--- src/rtl/crypto_key_loader_pkg.sv ---
// Shared SoC definitions for the crypto key loader: key-register address map,
// target table and loader FSM state encoding.
// Optional macro CRYPTO_KEY_LOADER_VERIFY_EN adds the readback states.
package ariane_soc;

  // Key-register blocks on the peripheral register bus.
  localparam logic [63:0] AES0Base = 64'h0000_00ff_f520_0000;
  localparam logic [63:0] AES1Base = 64'h0000_00ff_f520_1000;
  localparam logic [63:0] AES2Base = 64'h0000_00ff_f520_2000;
  localparam logic [63:0] HMACBase = 64'h0000_00ff_f520_3000;

  // First word of each key register; words are 64-bit aligned, 8 bytes apart.
  localparam logic [63:0] AES0Key0_0 = AES0Base + 64'h28;
  localparam logic [63:0] AES0Key1_0 = AES0Base + 64'h58;
  localparam logic [63:0] AES0Key2_0 = AES0Base + 64'h88;
  localparam logic [63:0] AES1Key0_0 = AES1Base + 64'h28;
  localparam logic [63:0] AES1Key1_0 = AES1Base + 64'h68;
  localparam logic [63:0] AES1Key2_0 = AES1Base + 64'ha8;
  localparam logic [63:0] AES2Key0_0 = AES2Base + 64'h28;
  localparam logic [63:0] AES2Key1_0 = AES2Base + 64'h48;
  localparam logic [63:0] AES2Key2_0 = AES2Base + 64'h68;
  localparam logic [63:0] HMACKey_0  = HMACBase + 64'hd0;

  // Load order of the key targets.
  typedef enum logic [3:0] {
    TGT_AES0_KEY0 = 4'd0,
    TGT_AES0_KEY1 = 4'd1,
    TGT_AES0_KEY2 = 4'd2,
    TGT_AES1_KEY0 = 4'd3,
    TGT_AES1_KEY1 = 4'd4,
    TGT_AES1_KEY2 = 4'd5,
    TGT_AES2_KEY0 = 4'd6,
    TGT_AES2_KEY1 = 4'd7,
    TGT_AES2_KEY2 = 4'd8,
    TGT_HMAC_KEY  = 4'd9
  } key_tgt_t;

  localparam int unsigned NumKeyTgts   = 10;
  localparam int unsigned KeyLoadWords = 62;

  localparam logic [63:0] KeyTgtBase [NumKeyTgts] = '{
    AES0Key0_0, AES0Key1_0, AES0Key2_0,
    AES1Key0_0, AES1Key1_0, AES1Key2_0,
    AES2Key0_0, AES2Key1_0, AES2Key2_0,
    HMACKey_0
  };

  localparam logic [3:0] KeyTgtWords [NumKeyTgts] = '{
    4'd6, 4'd6, 4'd6,
    4'd8, 4'd8, 4'd8,
    4'd4, 4'd4, 4'd4,
    4'd8
  };

  // Loader FSM states; readback states exist only in the verify build.
  typedef enum logic [3:0] {
    ST_IDLE  = 4'd0,
    ST_FETCH = 4'd1,
    ST_FWAIT = 4'd2,
    ST_WREQ  = 4'd3,
    ST_WRESP = 4'd4,
    ST_DONE  = 4'd5,
    ST_ERROR = 4'd6
`ifdef CRYPTO_KEY_LOADER_VERIFY_EN
    ,
    ST_VREQ  = 4'd7,
    ST_VRESP = 4'd8
`endif
  } kl_state_t;

endpackage

--- src/rtl/crypto_key_loader_timeout.sv ---
// key_loader_timeout: loadable down-counter guarding the bus wait states.
// Loaded with Cycles-1 on every state entry, counts down while enabled; the
// expiry flag marks the Cycles-th consecutive enabled cycle.
module key_loader_timeout #(
  parameter int unsigned Cycles = 255
) (
  input  logic clk_i,
  input  logic rst_i,
  input  logic load_i,
  input  logic en_i,
  output logic expired_o
);

  localparam int unsigned CntW = (Cycles > 2) ? $clog2(Cycles) : 1;
  localparam logic [CntW-1:0] LoadVal = CntW'(Cycles - 1);

  logic [CntW-1:0] cnt_q, cnt_d;

  // Next count: reload on state entry, otherwise count down to zero while enabled.
  always_comb begin
    cnt_d = cnt_q;
    if (load_i) begin
      cnt_d = LoadVal;
    end else if (en_i && (cnt_q != '0)) begin
      cnt_d = cnt_q - CntW'(1);
    end
  end

  // Count register.
  always_ff @(posedge clk_i or posedge rst_i) begin
    if (rst_i) begin
      cnt_q <= LoadVal;
    end else begin
      cnt_q <= cnt_d;
    end
  end

  assign expired_o = en_i && (cnt_q == '0);

endmodule

--- src/rtl/crypto_key_loader.sv ---
// crypto_key_loader: boot-time sequencer that copies 62 fuse words into the
// AES0/AES1/AES2/HMAC key registers over the peripheral register bus.
// Optional macro CRYPTO_KEY_LOADER_VERIFY_EN adds a readback compare of every
// written word. Bus handshake: a request is held with stable address/data until
// bus_gnt_i is sampled high; one response (bus_rvalid_i) follows each grant no
// earlier than the next cycle; responses outside the response states are ignored.
module crypto_key_loader
  import ariane_soc::*;
#(
  parameter int unsigned FuseAddrWidth = 7,
  parameter int unsigned TimeoutCycles = 255
) (
  input  logic                     clk_i,
  input  logic                     rst_i,
  input  logic                     start_i,
  output logic                     busy_o,
  output logic                     done_o,
  output logic                     error_o,
  output logic [3:0]               err_tgt_o,
  output logic                     fuse_req_o,
  output logic [FuseAddrWidth-1:0] fuse_addr_o,
  input  logic [31:0]              fuse_rdata_i,
  output logic                     bus_req_o,
  output logic                     bus_we_o,
  output logic [63:0]              bus_addr_o,
  output logic [31:0]              bus_wdata_o,
  input  logic                     bus_gnt_i,
  input  logic                     bus_rvalid_i,
  input  logic [31:0]              bus_rdata_i
);

  kl_state_t state_q, state_d;
  logic [3:0]               tgt_q, tgt_d;
  logic [3:0]               wcnt_q, wcnt_d;
  logic [FuseAddrWidth-1:0] fidx_q, fidx_d;
  logic [31:0]              word_q, word_d;

  logic                     busy_q, busy_d;
  logic                     done_q, done_d;
  logic                     error_q, error_d;
  logic [3:0]               err_tgt_q, err_tgt_d;
  logic                     fuse_req_q, fuse_req_d;
  logic [FuseAddrWidth-1:0] fuse_addr_q, fuse_addr_d;
  logic                     bus_req_q, bus_req_d;
  logic                     bus_we_q, bus_we_d;
  logic [63:0]              bus_addr_q, bus_addr_d;
  logic [31:0]              bus_wdata_q, bus_wdata_d;

  logic advance;
  logic abort;
  logic tmo_load;
  logic tmo_en;
  logic tmo_expired;

  // Timeout runs only in bus wait states and restarts on every state change.
  assign tmo_load = (state_d != state_q);
`ifdef CRYPTO_KEY_LOADER_VERIFY_EN
  assign tmo_en = (state_q == ST_WREQ) || (state_q == ST_WRESP) ||
                  (state_q == ST_VREQ) || (state_q == ST_VRESP);
`else
  assign tmo_en = (state_q == ST_WREQ) || (state_q == ST_WRESP);
`endif

  key_loader_timeout #(
    .Cycles (TimeoutCycles)
  ) u_timeout (
    .clk_i     (clk_i),
    .rst_i     (rst_i),
    .load_i    (tmo_load),
    .en_i      (tmo_en),
    .expired_o (tmo_expired)
  );

  // Next-state, counter, word-register and registered-output computation.
  always_comb begin
    state_d   = state_q;
    tgt_d     = tgt_q;
    wcnt_d    = wcnt_q;
    fidx_d    = fidx_q;
    word_d    = word_q;
    done_d    = done_q;
    error_d   = error_q;
    err_tgt_d = err_tgt_q;
    advance   = 1'b0;
    abort     = 1'b0;

    case (state_q)
      ST_IDLE, ST_DONE, ST_ERROR: begin
        if (start_i) begin
          state_d   = ST_FETCH;
          tgt_d     = '0;
          wcnt_d    = '0;
          fidx_d    = '0;
          done_d    = 1'b0;
          error_d   = 1'b0;
          err_tgt_d = '0;
        end
      end
      ST_FETCH: state_d = ST_FWAIT;
      ST_FWAIT: begin
        word_d  = fuse_rdata_i;
        state_d = ST_WREQ;
      end
      ST_WREQ: begin
        // A grant in the expiry cycle still wins.
        if (bus_gnt_i) begin
          state_d = ST_WRESP;
        end else if (tmo_expired) begin
          abort = 1'b1;
        end
      end
      ST_WRESP: begin
        if (bus_rvalid_i) begin
`ifdef CRYPTO_KEY_LOADER_VERIFY_EN
          state_d = ST_VREQ;
`else
          advance = 1'b1;
`endif
        end else if (tmo_expired) begin
          abort = 1'b1;
        end
      end
`ifdef CRYPTO_KEY_LOADER_VERIFY_EN
      ST_VREQ: begin
        if (bus_gnt_i) begin
          state_d = ST_VRESP;
        end else if (tmo_expired) begin
          abort = 1'b1;
        end
      end
      ST_VRESP: begin
        if (bus_rvalid_i) begin
          if (bus_rdata_i == word_q) begin
            advance = 1'b1;
          end else begin
            abort = 1'b1;
          end
        end else if (tmo_expired) begin
          abort = 1'b1;
        end
      end
`endif
      default: state_d = ST_IDLE;
    endcase

    // Step to the next word; the target counter stops at the last target.
    if (advance) begin
      fidx_d = fidx_q + FuseAddrWidth'(1);
      if (wcnt_q == (KeyTgtWords[tgt_q] - 4'd1)) begin
        wcnt_d = '0;
        if (tgt_q == TGT_HMAC_KEY) begin
          state_d = ST_DONE;
          done_d  = 1'b1;
        end else begin
          tgt_d   = tgt_q + 4'd1;
          state_d = ST_FETCH;
        end
      end else begin
        wcnt_d  = wcnt_q + 4'd1;
        state_d = ST_FETCH;
      end
    end

    if (abort) begin
      state_d   = ST_ERROR;
      error_d   = 1'b1;
      err_tgt_d = tgt_q;
    end

    // Key material does not linger once the sequence has ended.
    if ((state_d == ST_DONE) || (state_d == ST_ERROR)) begin
      word_d = '0;
    end

    busy_d      = !((state_d == ST_IDLE) || (state_d == ST_DONE) || (state_d == ST_ERROR));
    fuse_req_d  = (state_d == ST_FETCH);
    fuse_addr_d = (state_d == ST_FETCH) ? fidx_d : '0;
    bus_we_d    = (state_d == ST_WREQ);
`ifdef CRYPTO_KEY_LOADER_VERIFY_EN
    bus_req_d   = (state_d == ST_WREQ) || (state_d == ST_VREQ);
`else
    bus_req_d   = (state_d == ST_WREQ);
`endif
    bus_addr_d  = bus_req_d ? (KeyTgtBase[tgt_d] + 64'({wcnt_d, 3'b000})) : '0;
    bus_wdata_d = (state_d == ST_WREQ) ? word_d : '0;
  end

  // FSM state, counters, word register and registered outputs.
  always_ff @(posedge clk_i or posedge rst_i) begin
    if (rst_i) begin
      state_q     <= ST_IDLE;
      tgt_q       <= '0;
      wcnt_q      <= '0;
      fidx_q      <= '0;
      word_q      <= '0;
      busy_q      <= 1'b0;
      done_q      <= 1'b0;
      error_q     <= 1'b0;
      err_tgt_q   <= '0;
      fuse_req_q  <= 1'b0;
      fuse_addr_q <= '0;
      bus_req_q   <= 1'b0;
      bus_we_q    <= 1'b0;
      bus_addr_q  <= '0;
      bus_wdata_q <= '0;
    end else begin
      state_q     <= state_d;
      tgt_q       <= tgt_d;
      wcnt_q      <= wcnt_d;
      fidx_q      <= fidx_d;
      word_q      <= word_d;
      busy_q      <= busy_d;
      done_q      <= done_d;
      error_q     <= error_d;
      err_tgt_q   <= err_tgt_d;
      fuse_req_q  <= fuse_req_d;
      fuse_addr_q <= fuse_addr_d;
      bus_req_q   <= bus_req_d;
      bus_we_q    <= bus_we_d;
      bus_addr_q  <= bus_addr_d;
      bus_wdata_q <= bus_wdata_d;
    end
  end

  assign busy_o      = busy_q;
  assign done_o      = done_q;
  assign error_o     = error_q;
  assign err_tgt_o   = err_tgt_q;
  assign fuse_req_o  = fuse_req_q;
  assign fuse_addr_o = fuse_addr_q;
  assign bus_req_o   = bus_req_q;
  assign bus_we_o    = bus_we_q;
  assign bus_addr_o  = bus_addr_q;
  assign bus_wdata_o = bus_wdata_q;

endmodule

--- config.mk ---
export PLATFORM = sky130hd
export DESIGN_NAME = crypto_key_loader
export DESIGN_NICKNAME = d
export VERILOG_FILES = /design/src/rtl/crypto_key_loader_pkg.sv /design/src/rtl/crypto_key_loader_timeout.sv /design/src/rtl/crypto_key_loader.sv
export SDC_FILE = /design/constraint.sdc
export NUM_CORES = 1
export LEC_CHECK = 0
export ABC_CLOCK_PERIOD_IN_PS = 12700
export CORE_MARGIN = 3
export CORE_UTILIZATION = 61
export CTS_CLUSTER_DIAMETER = 30
export DETAILED_ROUTE_END_ITERATION = 8
export DONT_BUFFER_PORTS = 1
export PLACE_DENSITY_LB_ADDON = 0.05
export SLEW_MARGIN = 20
export SYNTH_ARGS = -nofsm -noshare
export SYNTH_HDL_FRONTEND = slang
export SYNTH_HIERARCHICAL = 1
export SYNTH_SLANG_ARGS = --single-unit
--- constraint.sdc ---
create_clock -name clk_i -period 12.7 [get_ports clk_i]
set_input_delay 0 -clock clk_i [delete_from_list [all_inputs] [get_ports clk_i]]
set_output_delay 0 -clock clk_i [all_outputs]
set_load 0.02 [all_outputs]
Word-level counts from Yosys, hierarchy flattened
Memory sizes are Yosys's and may differ from the RTL's. Cells that the tools add are included.

Input bits: 69. Memories kept: 2. Register bits: 171. Memory bits (read-only): 1088.

Bitwise gates (word level): 2. Magnitude comparators: 2. Add/subtract/negate cells: 6. Reductions and logical operators: 16. Eq/ne operators: 13. Muxes and demuxes: 47.

Memories: (name not given) (words 16, bits a word 64, rd ports 1, clocked after memory_dff 0, write ports 0, line crypto_key_loader.sv:184) `bus_addr_d = bus_req_d ? (KeyTgtBase[tgt_d] + 64'({wcnt_d, 3'b000})) : '0;`; (name not given) (words 16, bits a word 4, rd ports 1, clocked after memory_dff 0, write ports 0, line crypto_key_loader.sv:149) `if (wcnt_q == (KeyTgtWords[tgt_q] - 4'd1)) begin`.

Operator list (number): 64-bit 2-to-1 mux (3); 32-bit 2-to-1 mux (3); 4-bit 2-to-1 mux (19); 64-bit by 7-bit adder with 64-bit output (1); 7-bit 2-to-1 mux (4); 4-bit by 3-bit == test with 1-bit output, second input constant (5); 4-bit one-hot mux with 5 select lines (1); 8-bit 2-to-1 mux (2); 1-bit 2-to-1 mux (13); 4-bit by 2-bit == test with 1-bit output, second input constant (3); 5-bit >= comparator, second input constant (2); 4-bit NOT with 5-bit output (2); 4-bit by 1-bit adder with 4-bit output, second input constant (2); 4-bit by 1-bit == test with 1-bit output, second input constant (2); 4-bit zero test (2); 8-bit zero test (1); 8-bit nonzero test (1); 8-bit by 1-bit subtractor with 8-bit output, second input constant (1); 7-bit by 1-bit adder with 7-bit output, second input constant (1); 2-bit nonzero test (3); 4-bit == test (1); 4-bit == test, second input constant (1); 1-bit logical OR (4); 4-bit inequality test (1); 7 further kinds (8).

Logic depth before layout (Yosys ltp)
Depth in word-level cells: 14. Gate-level depth with buffers: 20. Depth with buffers taken out: 20.

Hierarchy
Netlist, hierarchy kept.

By module, submodules not included: crypto_key_loader (cells each 477, seq. area each 2677.6 sq um, area each 5089.9 sq um, instances 1); key_loader_timeout (cells each 46, seq. area each 209.0 sq um, area each 476.7 sq um, instances 1).

Worst setup path before layout
OpenSTA, ideal clock, no wires.

Path kind: flip-flop to flip-flop. Start point: register tgt_q[0]. End point: register bus_addr_q[7] (netlist: bus_addr_o[7]). Arrival time: 3.983 ns. Path buffers: 0. Stages on the path, launching flop included: 19. Setup slack: 8.644 ns. Clock period less this slack: 4.056 ns. Setup time: 0.073 ns. Cells stage by stage: dfrtp_1 -> ha_1 -> inv_1 -> ha_1 -> nor2b_4 -> ha_1 -> xnor2_2 -> nand3_1 -> or4b_4 -> o21ai_1 -> inv_1 -> ha_1 -> nand2_1 -> o21ai_0 -> fa_1 -> a21o_1 -> a21oi_1 -> nand3_2 -> a21oi_2.

Word-level cells in the longest chain between the ends: 14. Elaborated cells between the ends (all ways): 26. Classes of those cells: add/sub (3); eq/ne (3); mux (16); bitwise (2); memory (2).

RTL lines: from (decl) (line crypto_key_loader.sv:33) `logic [3:0] tgt_q, tgt_d;`; from (signal assigned) (line crypto_key_loader.sv:208) `tgt_q <= tgt_d;`; 4-bit NOT with 5-bit output (implied by the code) (line crypto_key_loader.sv:149); memory 16 x 4 bit; 4-bit 2-to-1 mux (implied by the code) (2 in series) (line crypto_key_loader.sv:149); 4-bit by 1-bit subtractor with 4-bit output (line crypto_key_loader.sv:149); 4-bit == test (line crypto_key_loader.sv:149); 4-bit 2-to-1 mux (*) (line crypto_key_loader.sv:149); 4-bit 2-to-1 mux (*) (line crypto_key_loader.sv:147) `if (advance) begin`; net tgt_d[1] (line crypto_key_loader.sv:33); 4-bit NOT with 5-bit output (implied by the code) (*) (line crypto_key_loader.sv:184); memory 16 x 64 bit (*); 64-bit 2-to-1 mux (implied by the code) (*) (2 in series) (line crypto_key_loader.sv:184); 64-bit by 7-bit adder with 64-bit output (*) (line crypto_key_loader.sv:184); 64-bit 2-to-1 mux (*) (line crypto_key_loader.sv:184); net bus_addr_d[7] (line crypto_key_loader.sv:46) `logic [63:0] bus_addr_q, bus_addr_d;`; to (signal assigned) (line crypto_key_loader.sv:220) `bus_addr_q <= bus_addr_d;`; to (decl) (line crypto_key_loader.sv:46).

The timed path passes the listed nets; every way through them passes the cells marked *. The select of a mux whose other input is x is not followed. A chain may end at the register's enable or synchronous reset.

Final worst setup path
Ends and elaborated chain as after synthesis.

==> metrics.csv <==
metric,value,unit
p_per_area,158,mW/mm^2
crit_top_cell,ha_1,
fill_cells,645,
yosys-top-cells-area,"dfrtp_1 49%, buf_4 8.2%, mux2i_1 6.5%",
whs,0.0524,ns
grt_pass1_wl,17100,um
die-area,0.0103,mm^2
drv_cap,0,
first_iter_violations,163,
synth.distinct_cells,68,
drt-pass1-iter-count,4,
dp_hpwl,6990,um
synth_top_family_by_area,simple AND/OR/NAND/NOR gates,
setup.worst_path.class,flip-flop to flip-flop,
antenna_found_initial,0,
crit_arrival,4.92,ns
grt_pass1_vias,3418,
path_cells,"ha_1, inv_1, ha_1, nor2b_4, ha_1, xnor2_2, nand3_1, or4b_4, o21ai_1, inv_1, ha_1, nand2_1, o21ai_0, fa_1, a21o_1, a21oi_1, nand3_2, a21oi_2",
numCtsBuffers,17,
grt_usage,21.1,%
tightest_slew,0.957,ns
num-nets-final,636,
setup_viol,0,
overflow,0,
io_buffers,0,
synth.area.mux_share,7.08,%
viasPerCell,5.40,
irDropWorstVdd,84.3,uV
fin_setup_tns,0,ns
end_kind,flip-flop,
die_w,102,um
synth_compound_area_share,7.42,%
leakage,2.97,nW
wl_per_cell,16.0,um
hold_viol,0,
dp_cells,601,
clock_sinks,115,
slew_violations,0,
antenna_left,0,
routabilityCongestion,0.850,
drive_above_1_share,12.6,%
clk_latency,0.50,ns
utilization,71.6,%
drc,0,
chipHeight,102,um
layout_setup_ws,8.20,ns
clockBufferDepth,2,
fp-row-count,34,
syn_to_final_growth,13.3,%
status,finished clean,
startpoint_type,flip-flop,
cts_tree,done,
finalNonFillerCells,672,
worstPathMaxFanout,7,
slew_headroom,36.2,%
min_period_over_period,35.4,%
rsz0062_at_grt,no,
cp_data_required_time,13.12,ns
hold_class,primary input to flip-flop,
synthXorXnorAreaFrac,2.16,%
synth-edff-count,0,
grt_max_degree,80,
crit_buf_inv,2,
start_util,63.2,%
place_worst_setup_slack,8.22,ns
synth_warnings,6,
critPathSlowestCell,or4b_4,
diodes,0,
num_io_pins,182,
synth_top_area_cell,dfrtp_1,
skew,0.00769,ns
coreArea,0.00881,mm^2
synth_flop_cell,dfrtp_1,
layout_min_cycle_time,4.50,ns
syn_inst,523,
yosysTopAreaCellShare,48.6,%
fmax,222,MHz
cpPeakStageDelay,0.60,ns
ys_async_sr_fraction,100,%
via_count,3628,
clock_tree.root_cell,clkbuf_8,
synth-seq-area-share,51.9,%
synth_fa_ha_area_share,3.93,%
synth_simple_gate_area_share,16.8,%
syn_area,0.00557,mm^2
synth_area_per_cell,10.6,um^2
cpLargestDelayFamily,adder cells,
h-tree-depth,4,
clk_pin_slew_worst_paths,0.06,ns
ys_seq_elements,115,
finalWirelength,10700,um
[synthesized netlist by cell type, drive strengths merged, types with 7 or more instances]
cell   instances
a21oi         12
buf           70
dfrtp        108
dfstp          7
ha            15
inv           18
mux2i         37
nand2         32
nand3         17
nor2          87
nor2b          9
nor3           7
o21ai         19
xnor2          8
[metrics by stage]
step                      instance area, um^2  total power (W)
final                                    6310         0.000997
after global routing                     6310          0.00104
after CTS                                6310          0.00100
after detailed placement                 5370         0.000568
after global placement                   5370         0.000563
after floorplan                          5720         0.000561
[worst paths after layout]
path	slack, ns	cells past startpoint	start	to
hold reg to reg	0.49	1	fidx_q[6]$_DFF_PP0_	fidx_q[6]$_DFF_PP0_
setup reg to reg	8.20	18	tgt_q[0]$_DFF_PP0_	bus_addr_o[7]$_DFF_PP0_
setup / recovery	8.20	18	tgt_q[0]$_DFF_PP0_	bus_addr_o[7]$_DFF_PP0_
max in group asynchronous	10.79	4	rst_i	bus_addr_o[38]$_DFF_PP0_
min in group asynchronous	0.54	3	rst_i	word_q[22]$_DFF_PP0_
hold / removal	0.05	3	start_i	state_q[0]$_DFF_PP0_
[report_power, final]
part           internal, W  leakage, nW  switching (W)
clock network     0.000252        0.261       0.000168
registers         0.000421         1.51      0.0000326
logic            0.0000451         1.20      0.0000782
total             0.000718         2.97       0.000279
[sequential cells by signal (all words and copies together) (netlist names), 4 cells and up]
name	count
u_timeout/cnt_q	8
err_tgt_o	4
tgt_q	4
state_q	4
fuse_addr_o	7
fidx_q	7
bus_wdata_o	32
bus_addr_o	9
word_q	32
wcnt_q	4
[cells by family after synthesis]
group,Yosys count
XOR/XNOR,12
adder cells (fa/ha/maj),17
flip-flops,115
AO/OA/AOI/OAI,61
buffers and inverters,93
AND/OR/NAND/NOR,186
other,1
multiplexers,38
[cells in the final DEF, fill, tap and decap left out, types with 5 or more instances in the layout]
cell type	count
nor2b_1	8
inv_1	16
nand2_1	32
nand3_1	15
dfrtp_1	107
clkinv_4	5
a21oi_1	10
o21ai_0	17
xnor2_1	6
ha_1	15
clkbuf_16	16
nor2_1	86
dfstp_2	7
dlygate4sd3_1	39
a21o_1	6
mux2i_1	36
conb_1	42
[layout make-up]
class	instances	area, um^2	share of cell area, %
inverters	18	70.1	1.11
clock inverters	13	103	1.63
clock buffers	19	442	7.00
multi-input cells	356	2250	35.6
repair buffers	43	420	6.67
well taps	108	135	2.14
flip-flops and latches	115	2890	45.8
[layer usage]
layer	up-vias	share of wire [%]	track usage, %
met3	16	5.3	5.17
li1	1727	-	-
met1	1761	43	27.9
met2	124	50	34.7
met4	0	1.2	6.44
met5	-	0	0
[worst reg2reg max path: stages (launching register included)]
cell and delay, ns:
dfrtp_1 0.49, ha_1 0.23, inv_1 0.05, ha_1 0.17
nor2b_4 0.13, ha_1 0.33, xnor2_2 0.18, nand3_1 0.21
or4b_4 0.60, o21ai_1 0.42, inv_1 0.09, ha_1 0.21
nand2_1 0.07, o21ai_0 0.14, fa_1 0.46, a21o_1 0.17
a21oi_1 0.22, nand3_2 0.11, a21oi_2 0.15
[repair_timing]
item / 4_1_cts / 5_1_grt
resized for setup: 0 / 0
hold buffers: 39 / 0
buffers inserted: 0 / 0
endpoints found under the hold margin: 107 / 0
(Power assumes the default switching activity.)
